--- config.mk ---
export PLATFORM = sky130hd
export DESIGN_NAME = vmx_array_sched
export DESIGN_NICKNAME = d
export VERILOG_FILES = /design/src/rtl/vmx_pkg.sv /design/src/rtl/vmx_skew_line.sv /design/src/rtl/vmx_array_sched.sv
export SDC_FILE = /design/constraint.sdc
export NUM_CORES = 1
export LEC_CHECK = 0
export CAP_MARGIN = 20
export CORE_AREA = 2 2 174 176
export DETAILED_ROUTE_END_ITERATION = 8
export DIE_AREA = 0 0 176 178
export PLACE_DENSITY_LB_ADDON = 0.08
export SYNTH_ARGS = -nofsm -noshare
export SYNTH_HDL_FRONTEND = slang
export SYNTH_SLANG_ARGS = --single-unit
export TNS_END_PERCENT = 100
--- constraint.sdc ---
create_clock -name clk -period 7.45 [get_ports clk]
set_clock_uncertainty 0.15 [all_clocks]
set_input_delay 1.1175 -clock clk [delete_from_list [all_inputs] [get_ports clk]]
set_output_delay 1.1175 -clock clk [all_outputs]
set_load 0.01 [all_outputs]
--- src/rtl/vmx_pkg.sv ---
// vmx_pkg: FSM state type and shared constants for the vmx array scheduler.
package vmx_pkg;
   typedef enum logic [1:0] {IDLE, LOAD_W, STREAM, DRAIN} state_t;
   localparam int IW_BITS = 8;
   localparam int DEF_SIZE = 4;
   localparam int DEF_VECTOR_BITLEN = 16;
endpackage

--- src/rtl/vmx_skew_line.sv ---
// vmx_skew_line: fixed-depth register delay line; DEPTH 0 degenerates to a wire.
module vmx_skew_line #(
   parameter int DEPTH = 1,
   parameter int WIDTH = 1
)(
   input  logic             clk,
   input  logic             rst_n,
   input  logic [WIDTH-1:0] d,
   output logic [WIDTH-1:0] q
);
   generate
      if (DEPTH == 0) begin : g_wire
         assign q = d;
      end else begin : g_dly
         logic [WIDTH-1:0] r [DEPTH];
         always_ff @(posedge clk or negedge rst_n)
            if (!rst_n) for (int k = 0; k < DEPTH; k++) r[k] <= '0;
            else begin
               r[0] <= d;
               for (int k = 1; k < DEPTH; k++) r[k] <= r[k-1];
            end
         assign q = r[DEPTH-1];
      end
   endgenerate
endmodule

--- src/rtl/vmx_array_sched.sv ---
// vmx_array_sched: command/beat scheduler feeding a SIZE x SIZE vector array.
// Define VMX_SCHED_SKEW_EN to skew columns internally and de-skew the product row.
module vmx_array_sched
   import vmx_pkg::*;
#(
   parameter int SIZE = DEF_SIZE,
   parameter int VECTOR_BITLEN = DEF_VECTOR_BITLEN,
   parameter int PRODUCT_BITLEN = 2*VECTOR_BITLEN
)(
   input  logic                             clk,
   input  logic                             rst_n,
   input  logic                             cmd_valid,
   output logic                             cmd_ready,
   input  logic                             cmd_load_w,
   input  logic [SIZE-1:0]                  cmd_simd,
   input  logic [15:0]                      cmd_len,
   input  logic                             in_valid,
   output logic                             in_ready,
   input  logic [VECTOR_BITLEN*SIZE-1:0]    in_data,
   output logic [IW_BITS*SIZE-1:0]          arr_is_weight,
   output logic [SIZE-1:0]                  arr_simd_mode,
   output logic [VECTOR_BITLEN*SIZE-1:0]    arr_vector,
   input  logic [PRODUCT_BITLEN*SIZE-1:0]   arr_product,
   output logic                             out_valid,
   output logic [PRODUCT_BITLEN*SIZE-1:0]   out_data,
   output logic                             busy
);
`ifdef VMX_SCHED_SKEW_EN
   localparam int LAT = 3*SIZE-1;
`else
   localparam int LAT = 2*SIZE;
`endif
   state_t state, state_nxt;
   logic [15:0] cnt, len_q;
   logic [SIZE-1:0] simd_q;
   logic [LAT-1:0] vline;
   logic beat;
   logic [IW_BITS-1:0] wt;
   logic [IW_BITS*SIZE-1:0] iw;
   logic [VECTOR_BITLEN*SIZE-1:0] vec;
   logic [PRODUCT_BITLEN*SIZE-1:0] prod;

   always_ff @(posedge clk or negedge rst_n)
      if (!rst_n) state <= IDLE;
      else state <= state_nxt;

   always_comb begin
      state_nxt = state;
      cmd_ready = 1'b0;
      in_ready  = 1'b0;
      case (state)
         IDLE: begin
            cmd_ready = 1'b1;
            if (cmd_valid) state_nxt = cmd_load_w ? LOAD_W : STREAM;
         end
         LOAD_W: begin
            in_ready = 1'b1;
            if (in_valid && cnt == 16'(SIZE-1)) state_nxt = DRAIN;
         end
         STREAM: begin
            in_ready = 1'b1;
            if (in_valid && cnt == len_q - 16'd1) state_nxt = DRAIN;
         end
         DRAIN: if (cnt == 16'(2*SIZE-1)) state_nxt = IDLE;
         default: state_nxt = IDLE;
      endcase
   end

   assign beat = in_valid & in_ready;
   assign busy = state != IDLE;
   // Load beat k tags every lane with the row it targets: SIZE-k.
   assign wt  = (beat && state == LOAD_W) ? IW_BITS'(SIZE - int'(cnt)) : '0;
   assign iw  = {SIZE{wt}};
   assign vec = beat ? in_data : '0;

   always_ff @(posedge clk or negedge rst_n)
      if (!rst_n) begin
         cnt       <= '0;
         len_q     <= '0;
         simd_q    <= '0;
         vline     <= '0;
         out_valid <= 1'b0;
         out_data  <= '0;
      end else begin
         cnt <= (state != state_nxt) ? '0 : (beat || state == DRAIN) ? cnt + 16'd1 : cnt;
         if (cmd_valid && cmd_ready) begin
            simd_q <= cmd_simd;
            len_q  <= (cmd_len == 16'd0) ? 16'd1 : cmd_len;
         end
         vline     <= {vline[LAT-2:0], beat && state == STREAM};
         out_valid <= vline[LAT-1];
         if (vline[LAT-1]) out_data <= prod;
      end

`ifdef VMX_SCHED_SKEW_EN
   for (genvar j = 0; j < SIZE; j++) begin : g_skew
      vmx_skew_line #(.DEPTH(j), .WIDTH(VECTOR_BITLEN+IW_BITS+1)) u_col (
         .clk(clk), .rst_n(rst_n),
         .d({vec[j*VECTOR_BITLEN +: VECTOR_BITLEN], iw[j*IW_BITS +: IW_BITS], simd_q[j]}),
         .q({arr_vector[j*VECTOR_BITLEN +: VECTOR_BITLEN], arr_is_weight[j*IW_BITS +: IW_BITS], arr_simd_mode[j]})
      );
      vmx_skew_line #(.DEPTH(SIZE-1-j), .WIDTH(PRODUCT_BITLEN)) u_row (
         .clk(clk), .rst_n(rst_n),
         .d(arr_product[j*PRODUCT_BITLEN +: PRODUCT_BITLEN]),
         .q(prod[j*PRODUCT_BITLEN +: PRODUCT_BITLEN])
      );
   end
`else
   assign arr_vector    = vec;
   assign arr_is_weight = iw;
   assign arr_simd_mode = simd_q;
   assign prod          = arr_product;
`endif
endmodule

After elaboration in Yosys (flattened, before gate mapping). Cells that the tools add are included.

Flip-flop bits (word level): 175. Logic and storage cells: 42.

$add $sub $neg: 3. Equality and inequality tests: 7. Multiplexer cells: 13. Bitwise gates (word level): 1. Reductions and logical operators: 11.

Operator list (count): 64-bit 2-to-1 mux (1); 16-bit 2-to-1 mux (3); 16-bit by 1-bit adder with 16-bit output, second input constant (1); 16-bit == test (1); 16-bit by 2-bit == test with 1-bit output, second input constant (1); 16-bit by 3-bit == test with 1-bit output, second input constant (1); 16-bit logical NOT (1); 16-bit by 1-bit subtractor with 16-bit output, second input constant (1); 2-bit 2-to-1 mux (5); 8-bit 2-to-1 mux (1); 2-bit one-hot mux with 4 select lines (1); 3-bit by 8-bit subtractor with 8-bit output, first input constant (1); 1-bit logical AND (5); 2-bit == test, second input constant (2); 2-bit nonzero test (2); 2-bit by 1-bit == test with 1-bit output, second input constant (1); 2-bit logical NOT (1); 1-bit 2-to-1 mux (2); 2-bit inequality test (1); 2-bit OR reduction (1); 1-bit AND (1); 1-bit logical OR (1).

Longest topological paths before layout. Gate-level depths: netlist of run 1.

Word-level depth: 7. Gate-level depth with buffers: 11. Gate-level depth less buffers: 9.

Least setup slack after synthesis of run 1. Ideal clock, no wire load.

Path kind: input -> output. From: input port in_valid. To: output port arr_vector[23]. Data arrival time: 1743 ps. Setup slack: 4440 ps. Stages on the path: 3. Path buffers: 2. Cells stage by stage: clkbuf_1 -> clkbuf_1 -> and3_1.

Word-level cells in the longest chain between the ends: 2.

Ends and longest elaborated chain: start, declared (line vmx_array_sched.sv:17) `input logic in_valid,`; 1-bit AND (line vmx_array_sched.sv:69) `assign beat = in_valid & in_ready;`; 64-bit 2-to-1 mux (line vmx_array_sched.sv:74) `assign vec = beat ? in_data : '0;`; end, declared (line vmx_array_sched.sv:22) `output logic [VECTOR_BITLEN*SIZE-1:0] arr_vector,`.

Every way passes these cells.

Worst setup path in the final report of run 1.
From: input port in_valid. To: output port arr_is_weight[16].

Word-level cells in the longest chain between the ends: 3.

Ends and longest elaborated chain: 1-bit AND (line vmx_array_sched.sv:69); 1-bit logical AND (line vmx_array_sched.sv:72) `assign wt = (beat && state == LOAD_W) ? IW_BITS'(SIZE - int'(cnt)) : '0;`; 8-bit 2-to-1 mux (line vmx_array_sched.sv:72); end, declared (line vmx_array_sched.sv:20) `output logic [IW_BITS*SIZE-1:0] arr_is_weight,`.

Every way passes these cells.

==> impl_metrics.toml, run 1 <==
[run_status]
status = "completed"

[synthesis]
syn-num-nets = 895
yosysSeqAreaShare_pct = 52.95
synthMostInstantiatedCell = "dfrtp_1"
syn_avg_cell_area_um2 = 12.33
syn-cell-area_um2 = 8270
synth_edf_count = 0
synthTopCellsByCount = "dfrtp_1, mux2_2, and3_1"
synth_top_cell_area_share_pct = 52.95
async_reset_ff_share_pct = 100.0
synth_area_leader_cell = "dfrtp_1"
synth.area.top_cells = "dfrtp_1, mux2_2, and3_1, xnor2_1, buf_4"
yosys_register_bits = 175
ys_warn_count = 0
synthFlopType = "dfrtp_1"
synthCells = 671
ys_types = 53

[drt]
wl_per_cell_um = 18.61
drtIter0Drc = 266
drc = 0
vias = 6660
drt_wl_total_um = 27560
via_per_inst = 4.497
postRouteAntennaNets = 0
first_pass_iters = 4

[clock_tree]
cts_resized = 0
cts_setup_buffers = 0
clock_latency_ns = 0.42
h-tree-depth = 4
clk_pin_slew_ns = 0.06
cts_tree = "yes"
cts_buffer_depth = 2
cts-root-buf = "clkbuf_16"
cts_buffers = 17
numClockSinks = 175
hold_buffers = 0

[pwr]
power.total_mw = 5.154
leakage_nw = 5.558
ir_drop_v = 0.0001938
p_per_area_nw_per_um2 = 381.6

[global_routing]
antenna_found_initial = 2
track_usage_pct = 17.36
grt_pass1_vias = 6662
grt_pass1_wl_um = 40900
grt-ovfl-total = 0
grt_max_degree = 77

[final_layout]
finalNetCount = 1300
final_layout_size_suffix_gt1_share_pct = 19.01
finalInstanceArea_um2 = 13510
n_fill_cell = 2717
regArea_um2 = 4383
area_delta_synth_final_pct = 63.33
multi_input_area_um2 = 3451

[sta]
max_slew_margin_pct = 31.59
fmax_mhz = 230.8
min_period_ns = 4.332
drv_slew = 0
fin_setup_tns_ns = 0
hold_viol_final = 0
grt_setup_unrepaired = "false"
worst_slack_ns = 3.118
worst_slew_pin_slew_ns = 1.026
fin_crit_sh_pct = 58.15
setup_violations = 0

[floorplan]
rows = 63
core_um2 = 29400
io_pins = 449
initial_utilization_pct = 28.13
dieHeight_um = 178
die_w_um = 176
dieArea_um2 = 31330

[placed_design]
place_hpwl_um = 21120
portBuffers = 448
gp_congestion = 0.7957
dp_slack_ns = 3.085
dpl_cell_area_um2 = 12900

[critical_path]
worstSetupEndpointType = "output pin"
crit_fanout = 43
worstPathArrival_ns = 3.06
cp-start-kind = "input port"
critPathKind = "input port to output pin"
rrSetupSlack_ns = 4.18
cp.required_ns = 6.18

[flow_run]
cap_violations = 0

[hold_path]
min_path_type = "flip-flop to flip-flop"
## logic make-up after synthesis
kind of cell,share of synthesized area [%]
fa+ha+maj,1.059
buf+inv,5.325
compound gates,3.949
xor+xnor,4.236
mux,20.26
flops,52.95
simple gates,12.22
## area by class of cell
class	count	share of cell area, %
well taps	390	3.612
clock buffers	18	3.251
repair buffers	454	33.50
multi-input cells	415	25.55
inverters	13	0.3612
diodes	2	0.03705
flip-flops and latches	175	32.45
clock inverters	14	1.241
## through the flow
step	utilization (%)	hold WS, ns	cells
floorplan	-	0.1812	671
global placement	43.86	0.1821	1447
detailed placement	43.86	0.1847	1447
CTS	45.93	0.1999	1479
global route	45.94	0.2022	1481
finish	45.94	0.1978	1481
## state kept, by name, summed over array words and instances, names as in the netlist
register       flops
out_data         128
out_valid          1
len_q             16
arr_simd_mode      4
vline              8
state              2
cnt               16
## placed cells by master, fill, tap and decap left out, drive strengths merged, types with 2 or more instances in the layout
cell type and n:
nand3b 2, o211ai 2, nand3 10, nor3b 2, nor2 20, xnor2 32
o21ai 11, clkbuf 18, ha 7, nor2b 3, clkdlybuf4s50 446, mux2i 2
nor3 6, nand4 9, a22oi 2, buf 8, nand2b 3, inv 20
mux2 147, a21oi 21, diode 2, or4 2, nand2 26, a311oi 2
xor2 8, and3b 2, clkinv 5, nor4 12, dfrtp 175, and3 70
## routing by layer
| layer | track usage, % | wire length [um] | vias up |
|---|---|---|---|
| li1 | - | - | 3155 |
| met1 | 19.97 | 10810 | 3183 |
| met2 | 31.15 | 14190 | 307 |
| met3 | 4.987 | 2075 | 15 |
| met4 | 5.441 | 481 | 0 |
| met5 | 0 | 0 | - |
## critical path, cell delays in order
cell	delay, ns
buf_2	0.43
buf_4	0.35
nand2_1	0.22
nor2_1	0.31
clkdlybuf4s50_1	0.61
## report_power, final
group          internal (mW)  switching (mW)
Combinational           1.50            1.05
Sequential              1.38           0.307
Clock                  0.490           0.421
Total                   3.37            1.78
## final timing paths
path,to,depth (start not counted),startpoint
max in group asynchronous,vline[7],2,rst_n
hold / removal,vline[5],0,vline[4]
hold reg to reg,vline[5],0,vline[4]
min in group asynchronous,out_data[59],1,rst_n
setup / recovery,arr_is_weight[16],5,in_valid
setup reg to reg,cnt[4],9,len_q[0]
(Power assumes the default switching activity.)
==> inputs of run 2 (changes only) <==
==> constraint.sdc (replaced) <==
create_clock -name clk -period 3.5 [get_ports clk]
set_clock_uncertainty 0.15 [all_clocks]
set_input_delay 0.525 -clock clk [delete_from_list [all_inputs] [get_ports clk]]
set_output_delay 0.525 -clock clk [all_outputs]
set_load 0.01 [all_outputs]
==> impl_metrics.toml, run 2 (synthesized netlist as in run 1, its figures left out) <==
[floorplan]
die_w_um = 176
rows = 63
dieHeight_um = 178
io_pins = 449
core_um2 = 29400
dieArea_um2 = 31330
initial_utilization_pct = 28.13

[clock_tree]
clk_pin_slew_ns = 0.07
hold_buffers = 0
cts_resized = 0
clock_latency_ns = 0.43
cts_buffer_depth = 2
h-tree-depth = 4
cts_buffers = 17
numClockSinks = 175
cts_tree = "yes"
cts_setup_buffers = 0
cts-root-buf = "clkbuf_16"

[sta]
worst_slew_pin_slew_ns = 0.9027
hold_viol_final = 0
fin_crit_sh_pct = 92.81
max_slew_margin_pct = 39.81
fin_setup_tns_ns = 0
min_period_ns = 3.248
fmax_mhz = 307.8
worst_slack_ns = 0.2516
drv_slew = 0
grt_setup_unrepaired = "false"
setup_violations = 0

[pwr]
seqPwrFrac_pct = 32.1
clkPwrFrac_pct = 18.3
p_sw_mw = 3.706
ir_drop_v = 0.0003535
p_per_area_nw_per_um2 = 817.6
switching_share_pct = 33.30
comb_power_share_pct = 49.6
leakage_nw = 5.610
power.internal_mw = 7.424

[critical_path]
worstReg2RegStart = "len_q[1]"
worstRegToRegCells = 8
endpoint = "arr_is_weight[31]"
worstSetupEndpointType = "output pin"
worstPathArrival_ns = 2.57
cp_cell_sequence = "o21ai_0 -> nand2_1 -> xnor2_1 -> nor2_1 -> clkdlybuf4s50_1"
worst-path-buf-inv = 1
crit_start = "cnt[0]"
crit_fanout = 6
reg2reg_to = "cnt[15]"
rrSetupSlack_ns = 0.65
cp_num_cells = 5
cp_slowest_stage_delay_ns = 0.61
cp.required_ns = 2.82
cp-start-kind = "flip-flop"
crit_slowest_cell = "clkdlybuf4s50_1"
cp_top_family = "buffers and inverters"
critPathKind = "flip-flop to output pin"

[run_status]
status = "completed"

[drt]
drtIter0Drc = 282
drc = 0
drt_wl_total_um = 27770
via_per_inst = 4.472
met1_length_um = 11210
wl_per_cell_um = 18.66
wl_met2_um = 14300
first_pass_iters = 4
postRouteAntennaNets = 0
vias = 6654
dr_wl_met3_um = 1998
top_layer_used = "met4"

[placed_design]
place_hpwl_um = 21510
gp_congestion = 0.7858
dp_slack_ns = 0.5709
portBuffers = 448

[global_routing]
track_usage_pct = 17.52
grt_pass1_wl_um = 41080
grt-ovfl-total = 0
grt_max_degree = 91
antenna_found_initial = 0
grt_pass1_vias = 6770

[final_layout]
n_fill_cell = 2767
mostFrequentLayoutCells = "clkdlybuf4s50_1, dfrtp_1, mux2_2, and3_1, xnor2_1"
multi_input_area_um2 = 3451
largest_register_ffs = 128
diodes = 0
reg_top3 = "out_data x128, cnt x16, len_q x16"
area_delta_synth_final_pct = 64.60
finalNetCount = 1309
final_common_cell = "clkdlybuf4s50_1"
fin_util_pct = 46.30
regArea_um2 = 4383
top_register = "out_data"
final_layout_size_suffix_gt1_share_pct = 19.31

[flow_run]
cap_violations = 0

[hold_path]
min_path_type = "input port to async pin"
## run 2: changes by cell type in the layout (fill, tap and decap cells not counted), moves of 3 or more
cell	delta
clkbuf_1	+4
bufinv_16	+3
clkinv_4	-3
buf_4	+7
inv_8	-4
## run 2: power by group through the flow
stage / Combinational (mW) / Sequential (mW) / Clock, mW
detailed placement: 5.59 / 3.63 / 0
global placement: 5.59 / 3.60 / 0
global route: 5.90 / 3.71 / 2.20
floorplan: 2.42 / 3.84 / 0
CTS: 5.62 / 3.59 / 2.11
finish: 5.52 / 3.57 / 2.04
## run 2: worst min path at each step
stage	start	slack, ns	depth (start not counted)	end
global placement	vline[4]	0.18	0	vline[5]
floorplan	rst_n	0.08	0	arr_simd_mode[0]
CTS	rst_n	0.05	1	out_data[57]
detailed placement	vline[5]	0.18	0	vline[6]
global route	rst_n	0.08	1	out_data[57]
finish	rst_n	0.01	1	out_data[57]
## run 2: area by class of cell
cell class	instances	area share (%)
clock buffers	23	3.437
repair buffers	463	33.92
well taps	390	3.585
flip-flops and latches	175	32.20
clock inverters	9	1.149
multi-input cells	415	25.35
inverters	13	0.3585
## run 2: layer usage
layer | vias up | global-route usage, %
met3 | 18 | 5.328
met5 | - | 0
met2 | 285 | 31.71
met4 | 0 | 4.304
li1 | 3171 | -
met1 | 3180 | 20.21
## run 2: metrics by stage
step,total power [mW],instances,hold slack (ns),area [um^2]
2_1_floorplan,6.266,671,0.07941,8270
3_3_place_gp,9.187,1456,0.1821,12990
3_5_place_dp,9.224,1456,0.1847,12990
4_1_cts,11.31,1488,0.05276,13610
5_1_grt,11.81,1488,0.08102,13610
6_report,11.13,1488,0.01103,13610
==> inputs of run 3 (changes only) <==
--- a/config.mk
+++ b/config.mk
@@ -5,6 +5,7 @@
 export SDC_FILE = /design/constraint.sdc
 export NUM_CORES = 1
 export LEC_CHECK = 0
+export ABC_CLOCK_PERIOD_IN_PS = 3500
 export CAP_MARGIN = 20
 export CORE_AREA = 2 2 174 176
 export DETAILED_ROUTE_END_ITERATION = 8
==> results of run 3 <==
Same layout as run 2: the final DEF is identical, and so are final timing and power.
